--- src/rtl/debouncer_pkg.sv ---
// Shared defaults and helpers for the multi-channel input debouncer.
package debouncer_pkg;

    localparam int DEF_N           = 8;
    localparam int DEF_TIME_W      = 5;
    localparam int DEF_TICK_CYCLES = 10000;

    // Width of the per-channel cycle counter; it must hold tick_cycles-1.
    function automatic int cyc_width(input int tick_cycles);
        return (tick_cycles <= 2) ? 1 : $clog2(tick_cycles);
    endfunction

endpackage

--- src/rtl/debouncer_chan.sv ---
// One debouncer channel: 2-FF synchroniser, tick/time counters, filtered
// level, registered edge pulses and a sticky event flag.
module debouncer_chan
    import debouncer_pkg::*;
#(
    parameter int TIME_W      = DEF_TIME_W,
    parameter int TICK_CYCLES = DEF_TICK_CYCLES
) (
    input  logic              clk,
    input  logic              res,
    input  logic              ena,
    input  logic [TIME_W-1:0] deb_time,
    input  logic              data_in,
    input  logic              evt_clr,
    output logic              data_out,
    output logic              rise,
    output logic              fall,
    output logic              evt
);

    localparam int              CYC_W    = cyc_width(TICK_CYCLES);
    localparam logic [CYC_W-1:0] CYC_LAST = CYC_W'(TICK_CYCLES - 1);

    logic              r_meta;
    logic              r_sync;
    logic              r_filt;
    logic              r_filt_d;
    logic [CYC_W-1:0]  r_cyc;
    logic [TIME_W-1:0] r_tim;
    logic              r_rise;
    logic              r_fall;
    logic              r_evt;

    // Bring the raw pad level into the clock domain.
    always_ff @(posedge clk) begin
        if (res) begin
            r_meta <= 1'b0;
            r_sync <= 1'b0;
        end else begin
            r_meta <= data_in;
            r_sync <= r_meta;
        end
    end

    // Filter: a mismatch must persist for (deb_time+1) ticks before the level
    // is accepted. The >= keeps a mid-count deb_time decrease from wrapping.
    always_ff @(posedge clk) begin
        if (res) begin
            r_cyc  <= '0;
            r_tim  <= '0;
            r_filt <= 1'b0;
        end else if (!ena || (r_sync == r_filt)) begin
            r_cyc  <= '0;
            r_tim  <= '0;
            r_filt <= r_sync;
        end else if (r_cyc == CYC_LAST) begin
            r_cyc <= '0;
            if (r_tim >= deb_time) begin
                r_filt <= r_sync;
                r_tim  <= '0;
            end else begin
                r_tim <= r_tim + TIME_W'(1);
            end
        end else begin
            r_cyc <= r_cyc + CYC_W'(1);
        end
    end

    // Edge pulses from the filtered level, and the sticky event (set wins).
    always_ff @(posedge clk) begin
        if (res) begin
            r_filt_d <= 1'b0;
            r_rise   <= 1'b0;
            r_fall   <= 1'b0;
            r_evt    <= 1'b0;
        end else begin
            r_filt_d <= r_filt;
            r_rise   <= r_filt & ~r_filt_d;
            r_fall   <= ~r_filt & r_filt_d;
            r_evt    <= (r_evt & ~evt_clr) | r_rise | r_fall;
        end
    end

    assign data_out = r_filt;
    assign rise     = r_rise;
    assign fall     = r_fall;
    assign evt      = r_evt;

endmodule

--- src/rtl/debouncer_bank.sv ---
// N independent debouncer channels sharing clock, reset and debounce time.
module debouncer_bank
    import debouncer_pkg::*;
#(
    parameter int N           = DEF_N,
    parameter int TIME_W      = DEF_TIME_W,
    parameter int TICK_CYCLES = DEF_TICK_CYCLES
) (
    input  logic              clk,
    input  logic              res,
    input  logic [N-1:0]      ena,
    input  logic [TIME_W-1:0] deb_time,
    input  logic [N-1:0]      data_in,
    input  logic [N-1:0]      evt_clr,
    output logic [N-1:0]      data_out,
    output logic [N-1:0]      rise,
    output logic [N-1:0]      fall,
    output logic [N-1:0]      evt
);

    // One filter per input pin.
    for (genvar g = 0; g < N; g++) begin : g_chan
        debouncer_chan #(
            .TIME_W      (TIME_W),
            .TICK_CYCLES (TICK_CYCLES)
        ) u_chan (
            .clk      (clk),
            .res      (res),
            .ena      (ena[g]),
            .deb_time (deb_time),
            .data_in  (data_in[g]),
            .evt_clr  (evt_clr[g]),
            .data_out (data_out[g]),
            .rise     (rise[g]),
            .fall     (fall[g]),
            .evt      (evt[g])
        );
    end

endmodule

--- config.mk ---
export PLATFORM = sky130hd
export DESIGN_NAME = debouncer_bank
export DESIGN_NICKNAME = d
export VERILOG_FILES = /design/src/rtl/debouncer_pkg.sv /design/src/rtl/debouncer_chan.sv /design/src/rtl/debouncer_bank.sv
export SDC_FILE = /design/constraint.sdc
export NUM_CORES = 1
export LEC_CHECK = 0
export CAP_MARGIN = 20
export CORE_MARGIN = 10
export CORE_UTILIZATION = 45
export CTS_BUF_LIST = sky130_fd_sc_hd__clkbuf_8
export CTS_CLUSTER_DIAMETER = 80
export DETAILED_ROUTE_END_ITERATION = 8
export GPL_TIMING_DRIVEN = 0
export PLACE_DENSITY = 0.71
export SLEW_MARGIN = 25
export SYNTH_ARGS = -nofsm -noshare
export SYNTH_HDL_FRONTEND = slang
export SYNTH_SLANG_ARGS = --single-unit
--- constraint.sdc ---
create_clock -name clk -period 1.9 [get_ports clk]
set_input_delay 0.38 -clock clk [delete_from_list [all_inputs] [get_ports clk]]
set_output_delay 0.38 -clock clk [all_outputs]
set_load 0.01 [all_outputs]
==> results.sh, run 1 <==
export IMPL_cts_hold_buf=0
export IMPL_avgSynthCellArea_um2=8.91
export IMPL_setup_slack_ns=-0.0642
export IMPL_synth_edf_count=0
export IMPL_grt_pass1_wl_mm=34.7
export IMPL_synth_area_leaders="dfxtp_1 (44%), ha_1 (7.3%), nor2_1 (6.8%)"
export IMPL_h_tree_depth=2
export IMPL_synth_distinct_cells=48
export IMPL_totalWireLength_mm=20.9
export IMPL_whs_path_depth=1
export IMPL_antenna_left=0
export IMPL_numCtsBuffers=35
export IMPL_synth_fp_nets=1159
export IMPL_slew_viol_final=0
export IMPL_clock_path_buffers=3
export IMPL_leakage_nw=4.68
export IMPL_vias=7656
export IMPL_io_pins=63
export IMPL_antenna_found_initial=0
export IMPL_fin_util_pct=57.8
export IMPL_yosys_area_top_type="dfxtp_1"
export IMPL_worstSetupStartpointType="flop"
export IMPL_synth_most_common_cell="dfxtp_1"
export IMPL_status="finished, violations left"
export IMPL_p_total_mw=8.64
export IMPL_top_usage_layer="met2"
export IMPL_place_hpwl_mm=13.9
export IMPL_reg2reg_depth=5
export IMPL_use_met2_pct=24.8
export IMPL_combPwrFrac_pct=4.5
export IMPL_fp_dieW_um=166
export IMPL_path_clk_slew_ns=0.06
export IMPL_startpoint="g_chan[6].u_chan.r_cyc[7]"
export IMPL_coreArea_um2=21000
export IMPL_violations="setup timing"
export IMPL_clockRootBuffer="clkbuf_8"
export IMPL_syn_cell_area_um2=9550
export IMPL_numPortBuffers=62
export IMPL_p_clk_share_pct=44.3
export IMPL_final_area_um2=12100
export IMPL_start_util_pct=45.6
export IMPL_syn_inst=1072
export IMPL_intPower_mw=6.72
export IMPL_yosysTopAreaCellShare_pct=43.6
export IMPL_grt_ovfl_total=0
export IMPL_num_rows=53
export IMPL_dpl_instance_area_um2=10500
export IMPL_swShare_pct=22.2
export IMPL_rsz0062_at_grt="true"
export IMPL_crit_fanout=5
export IMPL_worstMarginPinSlew_ns=0.842
export IMPL_fmax_mhz=509
export IMPL_max_cap_viol_count=0
export IMPL_min_to="g_chan[5].u_chan.rise"
export IMPL_fin_worst_skew_ns=0.0246
export IMPL_gp_congestion=0.811
export IMPL_seq_area_frac_synth_pct=43.6
export IMPL_yosys_warnings=0
export IMPL_criticalPathCategory="flop to flop"
export IMPL_drt_iter0_markers=366
export IMPL_ir_worst_vdd_v=0.000388
export IMPL_hp_class="flop to flop"
export IMPL_required_ns=2.31
export IMPL_fin_crit_ns=1.96
export IMPL_dr_pass1_iters=5
export IMPL_ys_ff_latch=208
export IMPL_clkLatencyLatePin_ns=0.52
export IMPL_cp_end_kind="flop"
export IMPL_regToRegEndpoint="g_chan[6].u_chan.r_cyc[9]"
export IMPL_drive_gt1_share_pct=20.5
export IMPL_drc=0
export IMPL_clock_sinks=208
export IMPL_routedWlPerCell_um=13.8
export IMPL_grt_use_met1_pct=17.4
export IMPL_arrival_ns=2.37
export IMPL_grt_usage_pct=14.5
export IMPL_nets=1305
export IMPL_netlist_top_cells_count="dfxtp_1 (208), nor2_1 (172), nand2_1 (77)"
export IMPL_power_density_nw_per_um2=713
export IMPL_async_flop_share_pct=0
export IMPL_r2r_start="g_chan[6].u_chan.r_cyc[7]"
export IMPL_p_seq_share_pct=51.1
export IMPL_finalCritPeriodShare_pct=103
export IMPL_grt_max_degree=13
export IMPL_first_global_vias=7373
export IMPL_r2r_slack_ns=-0.06
export IMPL_die_h_um=166
export IMPL_p_sw_mw=1.92
export IMPL_use_met3_pct=2.98
export IMPL_antenna_cells=0
export IMPL_hold_viol=0
export IMPL_avgViaCountPerCell=5.06
export IMPL_synthToLayoutAreaGrowth_pct=26.9
export IMPL_finalSetupViolCount=37
export IMPL_dieArea_um2=27400
export IMPL_cts_tree="built"
export IMPL_slew_limit_headroom_pct=43.9
export IMPL_synth_main_ff_cell="dfxtp_1"
export IMPL_min_from="g_chan[5].u_chan.r_filt_d"
worst max-delay path, cell delays in order (launching register included):
cell,delay [ns]
dfxtp_2,0.32
or4b_4,0.53
or4_4,0.58
or2b_4,0.26
buf_6,0.13
nor2_2,0.04
cells by family after synthesis:
| group | count (synthesis) | synth area share (%) |
|---|---|---|
| muxes | 8 | 0.839 |
| buffers and inverters | 86 | 4.72 |
| DFF | 208 | 43.6 |
| AOI/OAI and AO/OA | 108 | 7.19 |
| and+or+nand+nor | 502 | 26.8 |
| xor gates and xnor gates | 104 | 9.54 |
| adders and majority gates | 56 | 7.34 |
per-stage QoR:
stage / setup slack (ns) / hold WS (ns) / setup TNS [ns] / std cells
3_5_place_dp: -1.18 / 0.394 / -114.59 / 1409
4_1_cts: -0.0362 / 0.402 / -0.533 / 1500
6_report: -0.0642 / 0.398 / -0.896 / 1514
5_1_grt: -0.101 / 0.413 / -3.21 / 1514
3_3_place_gp: -1.18 / 0.388 / -112.27 / 1409
2_1_floorplan: -0.0232 / 0.384 / -0.0232 / 1072
power groups by stage:
stage,Combinational [mW],Sequential [mW],Clock [mW]
after floorplan,0.168,4.51,0
after global placement,0.321,4.51,0
after detailed placement,0.327,4.51,0
after CTS,0.368,4.42,3.95
after global routing,0.430,4.42,4.12
final,0.393,4.41,3.83
routing by layer:
metal | wire length [um] | vias to the layer above
met5 | 0 | -
met4 | 531 | 0
met1 | 9630 | 3545
met2 | 9960 | 125
li1 | - | 3947
met3 | 820 | 39
sequential cells by signal (all words and copies together) (netlist names):
signal	cells
g_chan.u_chan.data_out	8
g_chan.u_chan.r_cyc	112
g_chan.u_chan.rise	8
g_chan.u_chan.fall	8
g_chan.u_chan.r_filt_d	8
g_chan.u_chan.r_tim	40
g_chan.u_chan.r_sync	8
g_chan.u_chan.r_meta	8
g_chan.u_chan.evt	8
how the worst max path moves through the flow:
stage | end | slack [ns]
final | g_chan[6].u_chan.r_cyc[9] | -0.06
after global placement | g_chan[2].u_chan.fall | -1.18
after detailed placement | g_chan[2].u_chan.fall | -1.18
after global routing | g_chan[4].u_chan.r_tim[4] | -0.10
after floorplan | g_chan[5].u_chan.data_out | -0.02
after CTS | g_chan[7].u_chan.r_cyc[4] | -0.04
cells in the final DEF (no fill, tap or decap), drive strengths merged, types with 31 or more instances in the layout:
cell type        n
dfxtp          208
nand3           63
ha              56
clkdlybuf4s50   41
inv             45
xnor2           52
a21oi           31
clkbuf          51
nand2           78
nor2           175
xor2            52
nand2b          37
buf             86
timing repair:
| item | in CTS | in global routing |
|---|---|---|
| buffers inserted | 33 | 16 |
| endpoints found under the setup margin | 166 | 125 |
| cloned | 2 | 0 |
| pin swaps | 50 | 17 |
| gates resized for setup | 96 | 73 |
layout make-up:
type                    count  area, um^2
repair buffers            113        1050
clock inverters            16        92.6
plain buffers              43         305
multi-input cells         778        5390
clock buffers              42         578
well taps                 275         344
inverters                  39         161
flip-flops and latches    208        4200
fillers                  1857        8840
Note: power is estimated with default switching activity, not from simulation.
==> run 2: changes to the inputs <==
CORE_MARGIN = not set   (was 10)
==> run 2 against run 1 <==
Compared with the run above:
- the flow still finishes with violations (setup timing)
- power is 4.1% higher
- hold slack worse by 0.0049 ns
- global-route usage is 4.7 points higher
- largest cell class unchanged
- largest power group unchanged
- highest routed layer unchanged
==> results.sh, run 2 (synthesis results as in run 1) <==
export IMPL_worstMarginPinSlew_ns=0.802
export IMPL_crit_slowest_cell="or4_4"
export IMPL_fp_dieW_um=148
export IMPL_antenna_cells=0
export IMPL_rsz0062_at_grt="true"
export IMPL_slew_viol_final=0
export IMPL_clock_path_buffers=3
export IMPL_grt_usage_pct=19.2
export IMPL_gp_congestion=0.807
export IMPL_instances_no_fill=1521
export IMPL_dpl_instance_area_um2=10500
export IMPL_swShare_pct=22.3
export IMPL_cts_hold_buf=0
export IMPL_hold_viol=0
export IMPL_finalCritPeriodShare_pct=103
export IMPL_violations="setup timing"
export IMPL_preCtsSetupSlack_ns=-1.06
export IMPL_drc=0
export IMPL_criticalPathCategory="flop to flop"
export IMPL_dieArea_um2=21800
export IMPL_grt_pass1_wl_mm=34.2
export IMPL_slowest_delay_ns=0.57
export IMPL_place_hpwl_mm=13.6
export IMPL_p_seq_share_pct=49.1
export IMPL_nets=1313
export IMPL_p_sw_mw=2.01
export IMPL_largest_register="g_chan.u_chan.r_cyc"
export IMPL_path_clk_slew_ns=0.06
export IMPL_cp_cell_sequence="or4b_4 -> or4_4 -> or2b_4 -> buf_6 -> nor2_2"
export IMPL_first_global_vias=7375
export IMPL_cts_tree="built"
export IMPL_coreArea_um2=20500
export IMPL_layout_commonest_cell="dfxtp_1"
export IMPL_setup_slack_ns=-0.0654
export IMPL_antenna_left=0
export IMPL_power_density_nw_per_um2=731
export IMPL_synthToLayoutAreaGrowth_pct=28.8
export IMPL_num_rows=52
export IMPL_cp_end_kind="flop"
export IMPL_drive_gt1_share_pct=20.9
export IMPL_antenna_found_initial=0
export IMPL_die_h_um=148
export IMPL_required_ns=2.32
export IMPL_io_pins=63
export IMPL_dpl_cell_count=1404
export IMPL_leakage_nw=4.88
export IMPL_clock_sinks=208
export IMPL_holdWs_ns=0.393
export IMPL_worstSetupStartpointType="flop"
export IMPL_fin_crit_ns=1.97
export IMPL_h_tree_depth=2
export IMPL_clkLatencyLatePin_ns=0.54
export IMPL_p_clk_share_pct=46.4
export IMPL_reg_top3="g_chan.u_chan.r_cyc: 112 flops, g_chan.u_chan.r_tim: 40 flops"
export IMPL_layout_common_cells="dfxtp_1 (186), nor2_1 (149), buf_4 (78)"
export IMPL_clockRootBuffer="clkbuf_8"
export IMPL_routedWlPerCell_um=13.9
export IMPL_final_area_um2=12300
export IMPL_drt_iter0_markers=274
export IMPL_numCtsBuffers=37
export IMPL_vias=7750
export IMPL_p_total_mw=8.99
export IMPL_status="finished, violations left"
export IMPL_finalSetupViolCount=41
export IMPL_grt_max_degree=14
export IMPL_intPower_mw=6.98
export IMPL_totalWireLength_mm=21.1
export IMPL_hp_class="flop to flop"
export IMPL_combPwrFrac_pct=4.5
export IMPL_slew_limit_headroom_pct=46.5
export IMPL_num_fill_cells=1737
export IMPL_ir_worst_vdd_v=0.000348
export IMPL_numPortBuffers=62
export IMPL_avgViaCountPerCell=5.10
export IMPL_largest_reg_flops=112
export IMPL_dr_pass1_iters=4
export IMPL_max_cap_viol_count=0
export IMPL_fmax_mhz=509
export IMPL_arrival_ns=2.39
export IMPL_grt_ovfl_total=0
export IMPL_fin_worst_skew_ns=0.0200
export IMPL_crit_fanout=5
export IMPL_start_util_pct=46.6
-- run 2: cell types whose count changed in the layout (fill, tap and decap cells not counted), moves of 4 or more --
| cell | before | now |
|---|---|---|
| o21ai_1 | 6 | 10 |
| nor2_1 | 155 | 149 |
| o21ai_2 | 7 | 2 |
| dlymetal6s2s_1 | 5 | 12 |
| nor2_4 | 3 | 7 |
| inv_1 | 44 | 48 |
| clkdlybuf4s50_1 | 41 | 31 |
| dlygate4sd2_1 | 14 | 18 |
| clkbuf_8 | 42 | 48 |
-- run 2: path summary, 6_finish.rpt --
| path | start | end | slack, ns | depth (start not counted) |
|---|---|---|---|---|
| worst max register to register | g_chan[6].u_chan.r_cyc[7] | g_chan[6].u_chan.r_cyc[8] | -0.07 | 5 |
| worst min register to register | g_chan[2].u_chan.r_filt_d | g_chan[2].u_chan.rise | 0.39 | 1 |
| worst min-delay path | g_chan[2].u_chan.r_filt_d | g_chan[2].u_chan.rise | 0.39 | 1 |
| worst max-delay path | g_chan[6].u_chan.r_cyc[7] | g_chan[6].u_chan.r_cyc[8] | -0.07 | 5 |
-- run 2: cell type report --
type / count / area, um^2 / share of cell area (%)
Multi-Input combinational cell: 778 / 5430 / 44.2
Sequential cell: 208 / 4200 / 34.2
Inverter: 39 / 158 / 1.28
Tap cell: 270 / 338 / 2.75
Timing Repair Buffer: 117 / 1100 / 8.92
Clock inverter: 16 / 92.6 / 0.753
Buffer: 45 / 319 / 2.59
Clock buffer: 48 / 661 / 5.37
-- run 2: power by group through the flow --
stage	Clock (mW)	Sequential [mW]	Combinational [mW]
floorplan	0	4.51	0.168
CTS	4.28	4.42	0.367
global placement	0	4.51	0.317
detailed placement	0	4.51	0.322
finish	4.17	4.42	0.402
global route	4.51	4.42	0.434
-- run 2: metrics by stage --
step                      util, %  TNS (ns)
after detailed placement     51.4   -116.43
final                        60.0     -1.28
after CTS                    57.6     -1.28
after global routing         60.0     -3.30
after floorplan                 -   -0.0232
after global placement       51.4   -115.13
-- run 2: worst max-delay path: cells and delay by family, from the launching register on --
kind                   cells  cell delay [ns]
flip-flops                 1             0.35
AND/OR/NAND/NOR            4             1.38
buffers and inverters      1             0.13
-- run 2: what timing repair did --
action / in CTS / in global routing
cloned: 2 / 0
hold endpoints to repair: 0 / 0
setup endpoints to repair: 177 / 133
gates resized for setup: 107 / 83
buffers inserted: 32 / 21
pin swaps: 36 / 26
-- run 2: routing by layer --
layer | vias to the layer above | routed length, um | GRT usage, %
met5 | - | 0 | 0
met1 | 3633 | 9540 | 23.6
li1 | 3953 | - | -
met2 | 125 | 10200 | 33.0
met4 | 0 | 486 | 7.47
met3 | 39 | 852 | 3.70
==> run 3: changes to the inputs <==
CORE_UTILIZATION = 46   (was 45)
PLACE_DENSITY = 0.72   (was 0.71)
SYNTH_HIERARCHICAL = 1   (was not set)
==> run 3 against run 2 <==
Compared with the run above:
- the run now ends clean
- register-to-register slack better by 0.21 ns
- fmax is 7.1% higher
- cell count is 6.4% lower
- via count is 6.9% lower
- core utilization is 4.5 points lower
- clock power is 7.2% lower
- non-clock buffer count is 91 lower
- synthesized area hardly changed
- synthesized cell count is 3.9% lower
- critical endpoint is now data_out[7]
==> results.sh, run 3 <==
export IMPL_use_met3_pct=4.03
export IMPL_drive_gt1_share_pct=9.89
export IMPL_numCtsBuffers=36
export IMPL_p_seq_share_pct=51.3
export IMPL_finalCritPeriodShare_pct=96.6
export IMPL_avgSynthCellArea_um2=9.26
export IMPL_grt_ovfl_total=0
export IMPL_synth_area_leaders="dfxtp_1 (44%), ha_1 (7.3%), xor2_1 (7.1%)"
export IMPL_ir_worst_vdd_v=0.000461
export IMPL_numPortBuffers=62
export IMPL_cp_cell_sequence="clkdlybuf4s50_1"
export IMPL_clockRootBuffer="clkbuf_8"
export IMPL_worstSetupStartpointType="flop"
export IMPL_intPower_mw=6.71
export IMPL_grt_pass1_wl_mm=30.9
export IMPL_layout_commonest_cell="dfxtp_1"
export IMPL_slew_limit_headroom_pct=57.7
export IMPL_max_cap_viol_count=0
export IMPL_grt_usage_pct=17.1
export IMPL_antenna_left=0
export IMPL_antenna_cells=0
export IMPL_synth_edf_count=0
export IMPL_r2r_start="g_chan[2].u_chan/r_tim[0]"
export IMPL_h_tree_depth=2
export IMPL_slew_viol_final=0
export IMPL_async_flop_share_pct=0
export IMPL_synth_most_common_cell="dfxtp_1"
export IMPL_instances_no_fill=1423
export IMPL_synth_distinct_cells=39
export IMPL_grt_max_degree=64
export IMPL_gp_congestion=0.808
export IMPL_required_ns=1.52
export IMPL_clock_path_buffers=3
export IMPL_hold_viol=0
export IMPL_largest_register="g_chan.u_chan/r_cyc"
export IMPL_path_clk_slew_ns=0.06
export IMPL_preCtsSetupSlack_ns=-0.913
export IMPL_finalSetupViolCount=0
export IMPL_io_pins=63
export IMPL_arrival_ns=1.46
export IMPL_largest_reg_flops=112
export IMPL_leakage_nw=4.80
export IMPL_coreArea_um2=20300
export IMPL_drc=0
export IMPL_fmax_mhz=545
export IMPL_netlist_top_cells_count="dfxtp_1 (208), nor2_1 (127), xor2_1 (77)"
export IMPL_criticalPathCategory="flop to primary output"
export IMPL_clock_sinks=208
export IMPL_num_rows=52
export IMPL_drt_iter0_markers=235
export IMPL_fin_worst_skew_ns=0.0182
export IMPL_min_from="res"
export IMPL_seq_area_frac_synth_pct=43.6
export IMPL_use_met2_pct=29.7
export IMPL_dr_pass1_iters=4
export IMPL_reg_top3="g_chan.u_chan/r_cyc: 112 flops, g_chan.u_chan/r_tim: 40 flops"
export IMPL_start_util_pct=47.0
export IMPL_nets=1218
export IMPL_clkLatencyLatePin_ns=0.51
export IMPL_ys_ff_latch=208
export IMPL_slowest_delay_ns=0.56
export IMPL_yosys_warnings=6
export IMPL_first_global_vias=7086
export IMPL_cp_end_kind="primary output"
export IMPL_yosys_area_top_type="dfxtp_1"
export IMPL_syn_cell_area_um2=9540
export IMPL_synth_fp_nets=1117
export IMPL_critPathBufInv=1
export IMPL_grt_use_met1_pct=20.5
export IMPL_startpoint="g_chan[7].u_chan/data_out"
export IMPL_p_sw_mw=1.90
export IMPL_synthToLayoutAreaGrowth_pct=18.0
export IMPL_vias=7212
export IMPL_avgViaCountPerCell=5.07
export IMPL_cts_hold_buf=0
export IMPL_combPwrFrac_pct=3.7
export IMPL_crit_slowest_cell="clkdlybuf4s50_1"
export IMPL_crit_fanout=4
export IMPL_synth_main_ff_cell="dfxtp_1"
export IMPL_dieArea_um2=21300
export IMPL_status="finished, final reports clean"
export IMPL_syn_inst=1030
export IMPL_p_clk_share_pct=44.9
export IMPL_fp_dieW_um=146
export IMPL_layout_common_cells="dfxtp_1 (207), nor2_1 (127), xor2_1 (77)"
export IMPL_setup_slack_ns=0.0649
export IMPL_die_h_um=146
export IMPL_antenna_found_initial=0
export IMPL_worstMarginPinSlew_ns=0.635
export IMPL_routedWlPerCell_um=12.4
export IMPL_dpl_cell_count=1362
export IMPL_power_density_nw_per_um2=764
export IMPL_place_hpwl_mm=12.2
export IMPL_yosysTopAreaCellShare_pct=43.6
export IMPL_top_usage_layer="met2"
export IMPL_cts_tree="built"
export IMPL_fin_crit_ns=1.84
export IMPL_hp_class="input port to flop"
export IMPL_totalWireLength_mm=17.6
export IMPL_swShare_pct=22.1
export IMPL_path_delay_family="buffers and inverters"
[run 3: cell types whose count changed after synthesis, sizes merged, moves of 19 or more]
cell / before / now
xor2: 52 / 77
nor4b: 4 / 23
and3: 19 / 53
xnor2: 52 / 27
a21o: 8 / 29
nor2: 175 / 127
buf: 36 / 8
[run 3: area by class of cell]
class	instances	area, um^2
inverter	56	210
fill	1829	9040
multi-input combinational	758	5190
sequential	208	4170
timing repair buffer	63	627
clock buffer	46	633
tap	270	338
clock inverter	14	57.6
buffer	8	40.0
[run 3: power groups by stage]
stage | clock network [mW] | registers, mW | logic, mW
2_1_floorplan | 0 | 4.51 | 0.155
3_3_place_gp | 0 | 4.51 | 0.315
3_5_place_dp | 0 | 4.51 | 0.319
4_1_cts | 4.03 | 4.42 | 0.318
5_1_grt | 4.23 | 4.42 | 0.364
6_report | 3.87 | 4.42 | 0.320
[run 3: worst paths after layout]
path | to | slack (ns) | depth (start not counted)
hold / removal | g_chan[7].u_chan/r_meta | 0.37 | 2
setup / recovery | data_out[7] | 0.06 | 1
hold reg to reg | g_chan[5].u_chan/rise | 0.40 | 1
setup reg to reg | g_chan[2].u_chan/r_tim[3] | 0.14 | 7
[run 3: layer usage]
metal	vias to the layer above	routed length [um]
met5	-	0
met4	0	342
met3	26	661
met2	75	8430
met1	3342	8210
li1	3769	-
[run 3: cells by family after synthesis]
logic type | after synthesis | synth area share, %
fa+ha+maj | 56 | 7.34
xor+xnor | 104 | 9.55
flops | 208 | 43.6
compound gates | 126 | 7.97
simple gates | 464 | 28.0
buf+inv | 64 | 2.62
mux | 8 | 0.839
[run 3: repair_timing]
| action | in CTS | in global routing |
|---|---|---|
| setup endpoints to repair | 42 | 25 |
| pin swaps | 0 | 4 |
| setup buffers | 0 | 1 |
| resized for setup | 11 | 21 |
[run 3: metrics by stage]
step	power, mW	cell area (um^2)	hold WS (ns)	TNS [ns]	utilization (%)
after floorplan	4.67	9540	0.384	0	-
after global placement	4.83	10500	0.389	-251.45	51.7
after detailed placement	4.83	10500	0.393	-31.55	51.7
after CTS	8.76	11200	0.355	0	55.1
after global routing	9.01	11300	0.395	-0.0130	55.5
final	8.60	11300	0.375	0	55.5
